File: src/rtl/lsu_pkg.sv
// Shared types for the load/store unit: funct3 access codes, FSM states and
// the access-size to byte-mask helper.
package lsu_pkg;

  typedef enum logic [2:0] {
    LS_B  = 3'b000,
    LS_H  = 3'b001,
    LS_W  = 3'b010,
    LS_D  = 3'b011,
    LS_BU = 3'b100,
    LS_HU = 3'b101,
    LS_WU = 3'b110
  } ls_funct3_e;

  typedef enum logic [1:0] {
    IDLE = 2'd0,
    REQ  = 2'd1,
    WAIT = 2'd2
  } lsu_state_t;

  function automatic logic [7:0] size_mask(input logic [1:0] sz);
    case (sz)
      2'd0:    size_mask = 8'h01;
      2'd1:    size_mask = 8'h03;
      2'd2:    size_mask = 8'h0F;
      default: size_mask = 8'hFF;
    endcase
  endfunction

endpackage

File: src/rtl/lsu_align.sv
// Combinational lane logic: legality check, byte enables, replicated store data
// and shifted/extended load data. Zero latency, no flow control.
module lsu_align
  import lsu_pkg::*;
#(
  parameter int XLEN = 32
) (
  input  logic [2:0]               funct3_i,
  input  logic [2:0]               off_i,
  input  logic                     is_store_i,
  input  logic [XLEN-1:0]          st_data_i,
  input  logic [2:0]               ld_funct3_i,
  input  logic [$clog2(XLEN/8)-1:0] ld_off_i,
  input  logic [XLEN-1:0]          rdata_i,
  output logic                     err_o,
  output logic [XLEN/8-1:0]        be_o,
  output logic [XLEN-1:0]          wdata_o,
  output logic [XLEN-1:0]          ldata_o
);

  localparam int  NBYTES = XLEN / 8;
  localparam int  OFFW   = $clog2(NBYTES);
  localparam bit  IS64   = (XLEN == 64);

  logic [XLEN-1:0] shifted;

  always_comb begin
    err_o = 1'b0;
    case (funct3_i)
      LS_B, LS_BU: err_o = 1'b0;
      LS_H, LS_HU: err_o = off_i[0];
      LS_W:        err_o = |off_i[1:0];
      LS_WU:       err_o = !IS64 || is_store_i || (|off_i[1:0]);
      LS_D:        err_o = !IS64 || (|off_i[2:0]);
      default:     err_o = 1'b1;
    endcase
  end

  assign be_o = NBYTES'(size_mask(funct3_i[1:0])) << off_i[OFFW-1:0];

  always_comb begin
    wdata_o = st_data_i;
    case (funct3_i[1:0])
      2'd0:    wdata_o = {NBYTES{st_data_i[7:0]}};
      2'd1:    wdata_o = {(NBYTES/2){st_data_i[15:0]}};
      2'd2:    wdata_o = {(NBYTES/4){st_data_i[31:0]}};
      default: wdata_o = st_data_i;
    endcase
  end

  // Bring the addressed byte to lane 0, then truncate and extend.
  assign shifted = rdata_i >> {ld_off_i, 3'b000};

  always_comb begin
    ldata_o = shifted;
    case (ld_funct3_i)
      LS_B:    ldata_o = XLEN'($signed(shifted[7:0]));
      LS_H:    ldata_o = XLEN'($signed(shifted[15:0]));
      LS_W:    ldata_o = XLEN'($signed(shifted[31:0]));
      LS_BU:   ldata_o = XLEN'(shifted[7:0]);
      LS_HU:   ldata_o = XLEN'(shifted[15:0]);
      LS_WU:   ldata_o = XLEN'(shifted[31:0]);
      default: ldata_o = shifted;
    endcase
  end

endmodule

File: src/rtl/lsu.sv
// Load/store unit between IEU and data memory: one access at a time over req/gnt/rvalid,
// min load latency 3 cycles, passthrough 1 cycle; IEU is stalled while an access is in flight.
module lsu
  import lsu_pkg::*;
#(
  parameter int XLEN = 32
) (
  input  logic                clk,
  input  logic                rst,
  input  logic                ieu_valid,
  input  logic                ieu_we,
  input  logic                ieu_re,
  input  logic                ieu_passthrough,
  input  logic [2:0]          ieu_funct3,
  input  logic [XLEN-1:0]     ieu_reg,
  input  logic [XLEN-1:0]     ieu_result,
  output logic                stall,
  output logic                access_err,
  output logic                data_req,
  input  logic                data_gnt,
  output logic                data_we,
  output logic [XLEN/8-1:0]   data_be,
  output logic [XLEN-1:0]     data_addr,
  output logic [XLEN-1:0]     data_out,
  input  logic                data_rvalid,
  input  logic [XLEN-1:0]     data_in,
  output logic                rd_valid,
  output logic [XLEN-1:0]     rd_data
);

  localparam int NBYTES = XLEN / 8;
  localparam int OFFW   = $clog2(NBYTES);

  lsu_state_t        state_q;
  logic              data_req_q, data_we_q, rd_valid_q, access_err_q;
  logic [NBYTES-1:0] data_be_q;
  logic [XLEN-1:0]   data_addr_q, data_out_q, rd_data_q;
  logic [2:0]        ld_f3_q;
  logic [OFFW-1:0]   ld_off_q;

  logic              err_d;
  logic [NBYTES-1:0] be_d;
  logic [XLEN-1:0]   wdata_d, ldata_d;
  logic              mem_op, accept_mem;

  lsu_align #(.XLEN(XLEN)) u_align (
    .funct3_i    (ieu_funct3),
    .off_i       (ieu_result[2:0]),
    .is_store_i  (ieu_we),
    .st_data_i   (ieu_reg),
    .ld_funct3_i (ld_f3_q),
    .ld_off_i    (ld_off_q),
    .rdata_i     (data_in),
    .err_o       (err_d),
    .be_o        (be_d),
    .wdata_o     (wdata_d),
    .ldata_o     (ldata_d)
  );

  assign mem_op     = ieu_valid && !ieu_passthrough && (ieu_we || ieu_re);
  assign accept_mem = mem_op && !err_d;
  assign stall      = (state_q != IDLE) || accept_mem;

  always_ff @(posedge clk) begin
    if (rst) begin
      state_q      <= IDLE;
      data_req_q   <= 1'b0;
      data_we_q    <= 1'b0;
      data_be_q    <= '0;
      data_addr_q  <= '0;
      data_out_q   <= '0;
      rd_valid_q   <= 1'b0;
      rd_data_q    <= '0;
      access_err_q <= 1'b0;
      ld_f3_q      <= '0;
      ld_off_q     <= '0;
    end else begin
      rd_valid_q   <= 1'b0;
      access_err_q <= 1'b0;
      case (state_q)
        IDLE: begin
          if (ieu_valid && ieu_passthrough) begin
            rd_data_q  <= ieu_result;
            rd_valid_q <= 1'b1;
          end else if (mem_op && err_d) begin
            access_err_q <= 1'b1;
          end else if (accept_mem) begin
            state_q     <= REQ;
            data_req_q  <= 1'b1;
            data_we_q   <= ieu_we;
            data_be_q   <= be_d;
            data_addr_q <= {ieu_result[XLEN-1:OFFW], {OFFW{1'b0}}};
            data_out_q  <= wdata_d;
            ld_f3_q     <= ieu_funct3;
            ld_off_q    <= ieu_result[OFFW-1:0];
          end
        end
        REQ: begin
          if (data_gnt) begin
            data_req_q <= 1'b0;
            state_q    <= data_we_q ? IDLE : WAIT;
          end
        end
        // rvalid is only honoured here, so one arriving alongside gnt is not counted.
        WAIT: begin
          if (data_rvalid) begin
            rd_data_q  <= ldata_d;
            rd_valid_q <= 1'b1;
            state_q    <= IDLE;
          end
        end
        default: state_q <= IDLE;
      endcase
    end
  end

  assign data_req   = data_req_q;
  assign data_we    = data_we_q;
  assign data_be    = data_be_q;
  assign data_addr  = data_addr_q;
  assign data_out   = data_out_q;
  assign rd_valid   = rd_valid_q;
  assign rd_data    = rd_data_q;
  assign access_err = access_err_q;

endmodule

File: config.mk
export PLATFORM = sky130hd
export DESIGN_NAME = lsu
export DESIGN_NICKNAME = d
export VERILOG_FILES = /design/src/rtl/lsu_pkg.sv /design/src/rtl/lsu_align.sv /design/src/rtl/lsu.sv
export SDC_FILE = /design/constraint.sdc
export NUM_CORES = 1
export LEC_CHECK = 0
export BUFFER_PORTS_ARGS = -buffer_cell sky130_fd_sc_hd__buf_2
export CORE_MARGIN = 3
export CORE_UTILIZATION = 30
export CTS_BUF_LIST = sky130_fd_sc_hd__clkbuf_4
export CTS_CLUSTER_SIZE = 24
export DETAILED_ROUTE_END_ITERATION = 16
export PLACE_DENSITY = 0.62
export SYNTH_ARGS = -nofsm -noshare
export SYNTH_HDL_FRONTEND = slang
export SYNTH_SLANG_ARGS = --single-unit
File: constraint.sdc
create_clock -name clk -period 2.15 [get_ports clk]
set_input_delay 0.5375 -clock clk [delete_from_list [all_inputs] [get_ports clk]]
set_output_delay 0.5375 -clock clk [all_outputs]
set_load 0.01 [all_outputs]
# Word level (Yosys, flattened, before mapping)

Cells that the tools add are included.

Logic and storage cells: 80
Register bits after elaboration: 109
Input bits: 107

Reduce and logical (&&, ||, !) cells: 24
Multiplexer cells: 23
Shift operators: 2
Eq/ne operators: 17
Bitwise gates (word level): 3

Operators with widths:

| kind                                          | count |
|---|---|
| one-hot mux 32 bit (2 select lines)           | 2 |
| one-hot mux 32 bit (4 select lines)           | 1 |
| 2-to-1 mux 32 bit                             | 2 |
| >> shifter 32 x 5 -> 32 bit                   | 1 |
| == test 3 bit, second input constant          | 4 |
| 2-to-1 mux 2 bit                              | 6 |
| != test 2 bit, second input constant          | 6 |
| one-hot mux 4 bit (3 select lines)            | 1 |
| AND reduction 5 bit                           | 2 |
| 2-to-1 mux 1 bit                              | 7 |
| == test 3 x 1 -> 1 bit, second input constant | 2 |
| logical NOT 3 bit                             | 2 |
| one-hot mux 2 bit (3 select lines)            | 1 |
| nonzero test 2 bit                            | 3 |
| OR reduction 2 bit                            | 3 |
| logical AND 1 bit                             | 5 |
| == test 2 x 1 -> 1 bit, second input constant | 2 |
| == test 2 bit, second input constant          | 2 |
| logical NOT 2 bit                             | 2 |
| one-hot mux 1 bit (2 select lines)            | 2 |
| AND reduction 4 bit                           | 1 |
| left shift 4 x 2 -> 4 bit                     | 1 |
| == test 3 x 2 -> 1 bit, second input constant | 1 |
| NOT 1 bit                                     | 3 |
| 5 further kinds                               | 7 |

# Depth between registers and ports, before layout

Gate-level depths: netlist of run 1.

Depth in word-level cells: 9
Mapped depth: 7
Gate-level depth less buffers: 6

# By module

Synthesis of run 1 repeated with hierarchy kept, for this count alone.

Cells, all modules: 710
Area, all modules: 6565.0 um^2

Modules (own cells, without submodules):

| module    | area an instance (um^2) | times used | cells an instance |
|---|---|---|---|
| lsu       | 5222.5                  | 1          | 530 |
| lsu_align | 1342.5                  | 1          | 180 |

# Worst setup path after synthesis of run 1

Ideal clock, no wire load.

Path type: input-to-output
From: input port ieu_result[1]
To: output port stall
Arrival time: 1.108 ns
Stages: 3
Setup slack: 0.504 ns
Path through: nor4_4 > o211ai_1 > nand2_1

Word-level cells in the longest chain between the ends: 5

Ends and longest elaborated chain:

| element                            | line            | RTL |
|---|---|---|
| start, declared                    | lsu.sv:16       | `input logic [XLEN-1:0] ieu_result,` |
| OR reduction 2 bit                 | lsu_align.sv:32 | `LS_W: err_o = \|off_i[1:0];` |
| one-hot mux 1 bit (3 select lines) | lsu_align.sv:29 | `case (funct3_i)` |
| logical NOT 1 bit                  | lsu.sv:61       | `assign accept_mem = mem_op && !err_d;` |
| logical AND 1 bit                  | lsu.sv:61       |  |
| logical OR 1 bit                   | lsu.sv:62       | `assign stall = (state_q != IDLE) \|\| accept_mem;` |
| end, declared                      | lsu.sv:17       | `output logic stall,` |

Every way passes these cells.

# Worst setup path in the final report of run 1

From: register state_q[1]
To: output port stall

Word-level cells in the longest chain between the ends: 2

Ends and longest elaborated chain:

| element                | line       | RTL |
|---|---|---|
| start, declared        | lsu.sv:34  | `lsu_state_t state_q;` |
| start signal, assigned | lsu.sv:101 | `state_q <= data_we_q ? IDLE : WAIT;` |
| nonzero test 2 bit     | lsu.sv:62  |  |
| logical OR 1 bit       | lsu.sv:62  |  |

Every way passes these cells.

==> impl_metrics.json, run 1 <==
{
  "outcome": "complete, no violations",
  "achievable-frequency_mhz": 506.9,
  "power.total_mw": 3.929,
  "core.rowCount": 47,
  "synth_common_cells": "sky130_fd_sc_hd__nand2_1 (118), sky130_fd_sc_hd__dfxtp_1 (109), sky130_fd_sc_hd__a21oi_1 (57)",
  "cp.required_ns": 1.61,
  "nets": 895,
  "final_design_area_no_fill_sq_mm": 0.006558,
  "pin_count": 212,
  "violation_count_after_the_first_detailed_routing_iteration": 230,
  "grt_setup_unrepaired": "false",
  "synth.top_cells.by_area": "sky130_fd_sc_hd__dfxtp_1 (43%), sky130_fd_sc_hd__mux2i_1 (11%), sky130_fd_sc_hd__nand2_1 (8.7%)",
  "max-vdd-ir-drop_mv": 0.2742,
  "post_synth_instance_area_sq_mm": 0.005095,
  "min_path_type": "input pin to flip-flop",
  "dpl-instance-area_sq_mm": 0.006409,
  "floorplan.die_area_sq_mm": 0.01858,
  "synth_async_sr_flop_share_pct": 0,
  "dieWidth_um": 136.3,
  "synth_enable_flop_cells": 0,
  "dr.pass1.iters": 5,
  "antenna_diode_count": 0,
  "tritoncts": "yes",
  "crit_chain": "nor2_1 > buf_4 > nand2_1 > buf_2",
  "synth_sequential_area_ratio_pct": 42.83,
  "netlist_instances": 591,
  "die_span_y_um": 136.3,
  "final_hold_viol_count": 0,
  "crit_arrival_ns": 1.44,
  "end_kind": "primary output",
  "finClkSkew_ns": 0.02008,
  "p_int_mw": 2.667,
  "transition_at_the_pin_with_the_smallest_max_transition_slack_ns": 1.006,
  "place.port_buffers": 209,
  "post_synthesis_cell_type_count": 42,
  "rd_place_congestion": 0.8322,
  "setup.worst_path.start_class": "flip-flop",
  "drc_errors": 0,
  "ff2ff_setup_slack_ns": 0.22,
  "clk_pin_slew_worst_paths_ns": 0.21,
  "wirelength_um": 17680,
  "layout_worst_path_cycle_share_pct": 91.75,
  "critical_path.max_stage_delay_ns": 0.52,
  "critical_path_peak_fanout": 8,
  "grt_overflow_total": 0,
  "synth_seq_cells": 109,
  "via_density": 5.077,
  "clockBufferDepth": 2,
  "post-place-ws_ns": 0.003286,
  "count_leader_synth": "sky130_fd_sc_hd__nand2_1",
  "syn_area_per_cell_sq_um": 8.621,
  "ctsRootBufferMaster": "sky130_fd_sc_hd__clkbuf_4",
  "grt_pass1_vias": 4722,
  "portion_of_total_power_attributed_to_the_clock_network_pct": 28.2,
  "initial_utilization_pct": 30.72,
  "critPathSlowestCell": "sky130_fd_sc_hd__dfxtp_1",
  "yosys.area.top_type": "sky130_fd_sc_hd__dfxtp_1",
  "fp.coreArea_sq_mm": 0.01658,
  "groute.usage.overall_pct": 18.36,
  "total_leakage_power_nw": 2.739,
  "route.vias.total": 5143,
  "number_of_slew_limit_violations_in_the_final_report": 0,
  "finalWorstPathRequiredPeriod_ns": 1.973,
  "grt_pass1_wl_um": 26410,
  "ant_nets": 0,
  "grt_start_max_net_pins": 73,
  "ys.flop_type": "sky130_fd_sc_hd__dfxtp_1",
  "maxCapViolCount": 0,
  "antenna_found_initial": 2,
  "setup-tns-final_ns": 0,
  "syn2layout_area_growth_pct": 28.71,
  "cts-htree-levels": 3,
  "crit_type": "flip-flop to primary output",
  "yosys_warnings": 0,
  "maxSlewHeadroom_pct": 32.68,
  "sequential_group_share_of_total_power_pct": 54.8,
  "post_route_cells_drive_above_1_share_pct": 33.29,
  "power.share.combinational_pct": 17.0,
  "tritoncts_num_sinks": 109,
  "drt-wirelength-per-cell_um": 17.45,
  "finalSetupViolCount": 0,
  "powerDensity_mw_per_mm2": 599.2,
  "switching_share_pct": 32.11,
  "switching_pwr_mw": 1.262,
  "post-dp-hpwl_um": 13250,
  "synth_largest_type_area_fraction_pct": 42.83,
  "clkLatencyLatePin_ns": 0.49,
  "layout_setup_ws_ns": 0.1773,
  "tritoncts.num_buffers": 9
}
==> through the flow <==
step	utilization, %	hold WS [ns]	cells
2_1_floorplan	-	0.4504	592
3_5_place_dp	38.64	0.4432	996
4_1_cts	39.50	0.1975	1012
5_1_grt	39.54	0.1916	1013
6_report	39.54	0.2565	1013
3_3_place_gp	38.64	0.4372	996
==> area by class of cell <==
cell class	count	area (sq um)
Clock buffer	9	67.56
Inverter	4	15.01
Clock inverter	7	73.82
Sequential cell	109	2182
Fill cell	1747	10030
Multi-Input combinational cell	428	2658
Tap cell	220	275.3
Timing Repair Buffer	236	1286
==> flip-flops by register name (all words and copies together) (netlist names) <==
signal / count
data_out: 32
rd_data: 32
data_addr: 30
data_be: 4
ld_f3_q: 3
ld_off_q: 2
state_q: 2
access_err: 1
data_req: 1
data_we: 1
rd_valid: 1
==> layout by cell type (no fill, tap or decap), types with 2 or more instances in the layout <==
cell type	count
sky130_fd_sc_hd__a21oi_2	2
sky130_fd_sc_hd__clkbuf_4	9
sky130_fd_sc_hd__inv_8	2
sky130_fd_sc_hd__nor2_1	24
sky130_fd_sc_hd__a311oi_1	9
sky130_fd_sc_hd__buf_2	209
sky130_fd_sc_hd__inv_1	3
sky130_fd_sc_hd__a31oi_1	16
sky130_fd_sc_hd__nand3b_1	2
sky130_fd_sc_hd__nor3_1	4
sky130_fd_sc_hd__nand2_1	118
sky130_fd_sc_hd__inv_6	4
sky130_fd_sc_hd__a211oi_1	8
sky130_fd_sc_hd__a2bb2oi_1	7
sky130_fd_sc_hd__o211ai_1	10
sky130_fd_sc_hd__o21a_1	9
sky130_fd_sc_hd__buf_12	3
sky130_fd_sc_hd__o21ai_0	41
sky130_fd_sc_hd__a21o_1	8
sky130_fd_sc_hd__or3_1	2
sky130_fd_sc_hd__buf_4	24
sky130_fd_sc_hd__o2bb2ai_1	24
sky130_fd_sc_hd__mux2i_1	56
sky130_fd_sc_hd__nand2b_1	3
sky130_fd_sc_hd__conb_1	2
sky130_fd_sc_hd__a22o_1	8
sky130_fd_sc_hd__a21oi_1	57
sky130_fd_sc_hd__dfxtp_1	109
sky130_fd_sc_hd__nor2b_1	3
==> cells by family after synthesis <==
kind of cell,after synthesis,synth area share [%]
other cells,1,0.07360
flops,109,42.83
buf+inv,55,5.648
mux,58,11.67
compound gates,205,26.52
simple gates,163,13.26
==> metal layers <==
| layer | vias to the layer above | routed length, um | GRT usage [%] |
|---|---|---|---|
| met3 | 16 | 1515 | 4.663 |
| met1 | 2394 | 7662 | 23.85 |
| met2 | 210 | 8277 | 30.35 |
| li1 | 2519 | - | - |
| met4 | 4 | 199 | 4.871 |
| met5 | - | 21 | 0 |
==> power groups by stage <==
stage               Clock, mW  Combinational (mW)  Sequential, mW
floorplan                   0               0.309            2.23
detailed placement          0               0.676            2.19
CTS                      1.16               0.677            2.15
global placement            0               0.673            2.19
finish                   1.11               0.670            2.15
global route             1.23               0.734            2.16
==> timing repair <==
| action | in CTS | in global routing |
|---|---|---|
| gates resized for setup | 0 | 0 |
| setup endpoints to repair | 0 | 12 |
| hold buffers | 0 | 0 |
| setup buffers | 0 | 1 |
==> worst max-delay path, delay by kind of cell, from the launching register on <==
kind | cells | cell delay (ns)
AND/OR/NAND/NOR | 2 | 0.15
buffers and inverters | 2 | 0.28
flip-flops | 1 | 0.52
==> worst paths after layout <==
kind              endpoint  cells after the start      startpoint
max                  stall                      4      state_q[1]
min          data_addr[26]                      3  ieu_result[26]
max reg2reg    rd_data[28]                      5     ld_off_q[1]
min reg2reg    data_out[7]                      2     data_out[7]
No activity file was read; power rests on OpenSTA's default activity.
==> run 2, diff against run 1 <==
Settings changed: CORE_ASPECT_RATIO set to 0.5, SKIP_CTS_REPAIR_TIMING set to 1.
==> impl_metrics.json, run 2 (same netlist as run 1, synthesis figures left out) <==
{
  "outcome": "complete, no violations",
  "timing.hold.worst_endpoint": "data_addr[10]",
  "initial_utilization_pct": 31.81,
  "layout_worst_path_cycle_share_pct": 94.91,
  "layout.filler_cells": 1656,
  "grt_pass1_vias": 4902,
  "number_of_slew_limit_violations_in_the_final_report": 0,
  "ff2ff_setup_slack_ns": 0.24,
  "finalSetupViolCount": 0,
  "achievable-frequency_mhz": 490.0,
  "switching_share_pct": 29.86,
  "min_path_type": "input pin to flip-flop",
  "timing.reg2reg.worst_path_depth": 5,
  "dr.pass1.iters": 4,
  "tritoncts_num_sinks": 109,
  "groute.usage.overall_pct": 17.89,
  "layout.area.seq_sq_mm": 0.002182,
  "fp.coreArea_sq_mm": 0.01602,
  "layout_setup_ws_ns": 0.1094,
  "post-dp-hpwl_um": 12750,
  "antenna_found_initial": 0,
  "ant_nets": 0,
  "power.share.combinational_pct": 17.6,
  "post-place-ws_ns": 0.006851,
  "nets": 892,
  "final_hold_viol_count": 0,
  "pin_count": 212,
  "maxCapViolCount": 0,
  "place.port_buffers": 209,
  "post_route_cells_drive_above_1_share_pct": 32.78,
  "total_instance_count_after_detailed_placement": 993,
  "total_leakage_power_nw": 2.715,
  "core.rowCount": 32,
  "wirelength_um": 16870,
  "clkLatencyLatePin_ns": 0.47,
  "transition_at_the_pin_with_the_smallest_max_transition_slack_ns": 0.9462,
  "cp.required_ns": 1.61,
  "finalWorstPathRequiredPeriod_ns": 2.041,
  "timing.rr.end": "rd_data[19]",
  "drc_errors": 0,
  "clk_pin_slew_worst_paths_ns": 0.17,
  "cts-htree-levels": 3,
  "via_density": 4.983,
  "whs_ns": 0.2944,
  "tritoncts": "yes",
  "violation_count_after_the_first_detailed_routing_iteration": 238,
  "crit_arrival_ns": 1.50,
  "powerDensity_mw_per_mm2": 574.6,
  "layout.cells.most_common_list": "sky130_fd_sc_hd__buf_2 (209), sky130_fd_sc_hd__nand2_1 (118), sky130_fd_sc_hd__dfxtp_1 (109)",
  "grt_setup_unrepaired": "false",
  "crit_type": "input pin to primary output",
  "maxSlewHeadroom_pct": 36.69,
  "worstReg2RegStart": "ld_off_q[0]",
  "syn2layout_area_growth_pct": 27.63,
  "ctsRootBufferMaster": "sky130_fd_sc_hd__clkbuf_4",
  "finClkSkew_ns": 0.01592,
  "end_kind": "primary output",
  "max-vdd-ir-drop_mv": 0.2423,
  "final_core_density_pct": 40.60,
  "multi_input_area_sq_mm": 0.002673,
  "antenna_diode_count": 0,
  "setup.worst_path.start_class": "input pin",
  "switching_pwr_mw": 1.116,
  "grt_start_max_net_pins": 76,
  "route.vias.total": 5038,
  "hold-path-cell-count": 3,
  "tritoncts.num_buffers": 9,
  "clockBufferDepth": 2,
  "p_int_mw": 2.621,
  "grt_overflow_total": 0,
  "min_from": "ieu_result[10]",
  "grt_pass1_wl_um": 26870,
  "rd_place_congestion": 0.8339,
  "die_span_y_um": 98.15,
  "sequential_group_share_of_total_power_pct": 57.6,
  "layout.cells.non_filler": 1011,
  "layout_commonest_cell": "sky130_fd_sc_hd__buf_2",
  "portion_of_total_power_attributed_to_the_clock_network_pct": 24.8,
  "setup-tns-final_ns": 0,
  "dieWidth_um": 190.3,
  "floorplan.die_area_sq_mm": 0.01868,
  "critical_path_peak_fanout": 4,
  "drt-wirelength-per-cell_um": 16.69
}
[run 2: cell count changes in the layout (fill, tap and decap cells not counted), moves of 2 or more]
cell,before,now
sky130_fd_sc_hd__inv_8,2,0
sky130_fd_sc_hd__buf_4,24,22
sky130_fd_sc_hd__clkinv_1,1,4
sky130_fd_sc_hd__inv_6,4,0
sky130_fd_sc_hd__clkinv_2,0,2
[run 2: worst max-delay path, cell delays in order]
cell and delay [ns]:
sky130_fd_sc_hd__buf_2 0.13, sky130_fd_sc_hd__nor4_4 0.43, sky130_fd_sc_hd__o211ai_1 0.15, sky130_fd_sc_hd__nand2_1 0.12, sky130_fd_sc_hd__buf_2 0.14
[run 2: worst max path at each step]
stage	startpoint	depth (start not counted)	slack [ns]	end
global route	ieu_result[1]	5	0.02	stall
finish	ieu_result[1]	5	0.11	stall
detailed placement	ieu_result[1]	6	0.007	data_out[12]
CTS	state_q[1]	3	0.04	stall
global placement	ieu_passthrough	6	0.09	rd_data[28]
floorplan	ieu_result[1]	3	0.50	stall
[run 2: stage by stage]
step,area [sq um],power (mW)
2_1_floorplan,5099,2.535
3_3_place_gp,6375,2.846
3_5_place_dp,6375,2.854
4_1_cts,6480,3.797
5_1_grt,6502,3.961
6_report,6502,3.736
[run 2: layer usage]
layer  share of wire [%]  wire (um)  track usage (%)
met5                   0          0                0
met4                 2.1        359            5.127
met3                 6.1       1026            5.201
met2                  48       8115            30.26
met1                  44       7369            22.30
[run 2: power by group through the flow]
stage	clock (mW)	sequential [mW]	combinational, mW
after floorplan	0	2.23	0.309
after global placement	0	2.19	0.652
after detailed placement	0	2.19	0.659
after CTS	0.983	2.15	0.661
after global routing	1.08	2.16	0.722
final	0.927	2.15	0.658
[run 2: cell type report]
type / count / area share [%]
sequential: 109 / 33.56
timing repair buffer: 233 / 19.24
tap: 221 / 4.252
clock inverter: 6 / 0.4618
multi-input combinational: 428 / 41.10
inverter: 4 / 0.2309
clock buffer: 10 / 1.155
==> run 3, diff against run 2 <==
Settings changed: PLACE_DENSITY 0.62 to 0.6, SYNTH_HIERARCHICAL set to 1.
==> impl_metrics.json, run 3 <==
{
  "outcome": "complete, no violations",
  "final_hold_viol_count": 0,
  "achievable-frequency_mhz": 474.4,
  "sequential_group_share_of_total_power_pct": 50.2,
  "pin_count": 212,
  "route.vias.total": 5581,
  "critical_path_peak_fanout": 3,
  "clockBufferDepth": 2,
  "rd_place_congestion": 0.8013,
  "post_synth_instance_area_sq_mm": 0.006565,
  "min_path_type": "input pin to flip-flop",
  "worstReg2RegStart": "ld_off_q[0]",
  "dpl-instance-area_sq_mm": 0.007894,
  "crit_chain": "buf_2 > o31a_1 > o22a_1 > o31ai_1 > buf_2",
  "number_of_slew_limit_violations_in_the_final_report": 0,
  "ff2ff_setup_slack_ns": 0.19,
  "total_leakage_power_nw": 3.296,
  "final_design_area_no_fill_sq_mm": 0.008041,
  "layout.filler_cells": 2225,
  "clk_pin_slew_worst_paths_ns": 0.19,
  "transition_at_the_pin_with_the_smallest_max_transition_slack_ns": 0.6674,
  "core.rowCount": 37,
  "yosys_warnings": 6,
  "tritoncts": "yes",
  "min_from": "ieu_result[7]",
  "switching_share_pct": 31.27,
  "synth_compound_area_share_pct": 17.72,
  "grt_setup_unrepaired": "false",
  "synth_seq_cells": 109,
  "synth.top_cells.by_area": "sky130_fd_sc_hd__dfxtp_1 (33%), sky130_fd_sc_hd__mux2i_1 (14%), sky130_fd_sc_hd__nand2b_1 (14%)",
  "place.port_buffers": 209,
  "post_synth_fa_ha_maj_area_fraction_pct": 0,
  "portion_of_total_power_attributed_to_the_clock_network_pct": 26.6,
  "crit_type": "input pin to primary output",
  "power.share.combinational_pct": 23.2,
  "clkLatencyLatePin_ns": 0.52,
  "dr.pass1.iters": 4,
  "grt_start_max_net_pins": 55,
  "maxSlewHeadroom_pct": 55.40,
  "via_density": 4.686,
  "fp.coreArea_sq_mm": 0.02102,
  "finalWorstPathRequiredPeriod_ns": 2.108,
  "antenna_found_initial": 0,
  "layout_commonest_cell": "sky130_fd_sc_hd__buf_2",
  "synth_largest_type_area_fraction_pct": 33.24,
  "antenna_diode_count": 0,
  "drc_errors": 0,
  "post_route_cells_drive_above_1_share_pct": 38.60,
  "tritoncts.num_buffers": 9,
  "floorplan.die_area_sq_mm": 0.02380,
  "cp.required_ns": 1.61,
  "post_synth_mux_area_share_pct": 19.06,
  "powerDensity_mw_per_mm2": 537.3,
  "total_instance_count_after_detailed_placement": 1176,
  "syn2layout_area_growth_pct": 22.49,
  "critical_path.most_common_cell": "sky130_fd_sc_hd__buf_2",
  "switching_pwr_mw": 1.351,
  "p_int_mw": 2.970,
  "crit_arrival_ns": 1.57,
  "die_span_y_um": 110.6,
  "critPathSlowestCell": "sky130_fd_sc_hd__o31a_1",
  "post_synthesis_cell_type_count": 42,
  "max-vdd-ir-drop_mv": 0.2399,
  "syn_area_per_cell_sq_um": 9.247,
  "nets": 1002,
  "layout_worst_path_cycle_share_pct": 98.04,
  "maxCapViolCount": 0,
  "synth_common_cells": "sky130_fd_sc_hd__nand2b_1 (146), sky130_fd_sc_hd__dfxtp_1 (109), sky130_fd_sc_hd__mux2i_1 (95)",
  "final_core_density_pct": 38.26,
  "ys.flop_type": "sky130_fd_sc_hd__dfxtp_1",
  "grt_overflow_total": 0,
  "synth_sequential_area_ratio_pct": 33.24,
  "groute.usage.overall_pct": 15.73,
  "layout.cells.most_common_list": "sky130_fd_sc_hd__buf_2 (208), sky130_fd_sc_hd__nand2b_1 (146), sky130_fd_sc_hd__dfxtp_1 (108)",
  "dieWidth_um": 215.2,
  "wirelength_um": 19010,
  "count_leader_synth": "sky130_fd_sc_hd__nand2b_1",
  "yosys.area.top_type": "sky130_fd_sc_hd__dfxtp_1",
  "finalSetupViolCount": 0,
  "yosys.area_share.xor_xnor_pct": 0,
  "ctsRootBufferMaster": "sky130_fd_sc_hd__clkbuf_4",
  "synth_enable_flop_cells": 0,
  "critical_path.startpoint": "ieu_funct3[2]",
  "timing.rr.end": "rd_data[11]",
  "largest_family_of_logic_cells_by_synthesized_area": "simple AND/OR/NAND/NOR gates",
  "critical_path.max_stage_delay_ns": 0.29,
  "timing.reg2reg.worst_path_depth": 5,
  "initial_utilization_pct": 31.24,
  "synth_async_sr_flop_share_pct": 0,
  "cts-htree-levels": 3,
  "grt_pass1_wl_um": 30280,
  "violation_count_after_the_first_detailed_routing_iteration": 384,
  "end_kind": "primary output",
  "drt-wirelength-per-cell_um": 15.96,
  "tritoncts_num_sinks": 109,
  "layout.cells.non_filler": 1191,
  "yosys.area_share.simple_pct": 22.05,
  "ant_nets": 0,
  "finClkSkew_ns": 0.02716,
  "setup.worst_path.start_class": "input pin",
  "timing.critical_path.to": "stall",
  "post-dp-hpwl_um": 14420,
  "grt_pass1_vias": 5535,
  "netlist_instances": 710
}
==> run 3: worst min path at each step <==
| stage | cells after the start | to | slack [ns] |
|---|---|---|---|
| floorplan | 2 | ld_off_q[0] | 0.46 |
| global placement | 2 | data_addr[13] | 0.45 |
| detailed placement | 2 | data_out[30] | 0.46 |
| CTS | 3 | data_addr[6] | 0.18 |
| global route | 3 | data_addr[2] | 0.20 |
| finish | 3 | data_addr[7] | 0.26 |
==> run 3: through the flow <==
stage / total power, mW / setup slack [ns] / hold WS, ns / TNS (ns)
floorplan: 2.851 / 0.1055 / 0.4614 / 0
global placement: 3.207 / 0.02245 / 0.4546 / 0
detailed placement: 3.221 / -0.04103 / 0.4589 / -0.5837
CTS: 4.405 / 0.02029 / 0.1812 / 0
global route: 4.567 / 0.007439 / 0.2014 / 0
finish: 4.320 / 0.04223 / 0.2578 / 0
==> run 3: per-layer routing <==
metal | up-vias | part of all wire [%] | GRT usage, %
met1 | 2625 | 44 | 19.40
li1 | 2833 | - | -
met2 | 103 | 49 | 26.89
met3 | 20 | 5.1 | 4.702
met5 | - | 0 | 0
met4 | 0 | 1.4 | 4.046
==> run 3: logic make-up after synthesis <==
logic type / after synthesis
AOI/OAI and AO/OA: 155
DFF: 109
muxes: 121
and+or+nand+nor: 247
buffers and inverters: 77
other: 1
==> run 3: cell type report <==
cell class | instances | area (sq um) | share of cell area, %
tap | 292 | 365.4 | 4.543
clock inverter | 6 | 78.83 | 0.9802
inverter | 2 | 7.507 | 0.09336
multi-input combinational | 525 | 3885 | 48.31
sequential | 109 | 2183 | 27.15
timing repair buffer | 248 | 1454 | 18.08
clock buffer | 9 | 67.56 | 0.8402
==> run 3: worst max-delay path: cells and delay by family <==
family          cells  cell delay, ns
compound gates      3            0.75
buf+inv             2            0.28
==> run 3: power groups by stage <==
stage,clock [mW],sequential (mW),combinational (mW)
6_report,1.15,2.17,1.00
3_3_place_gp,0,2.21,0.997
4_1_cts,1.22,2.17,1.01
5_1_grt,1.28,2.18,1.10
3_5_place_dp,0,2.21,1.01
2_1_floorplan,0,2.24,0.609
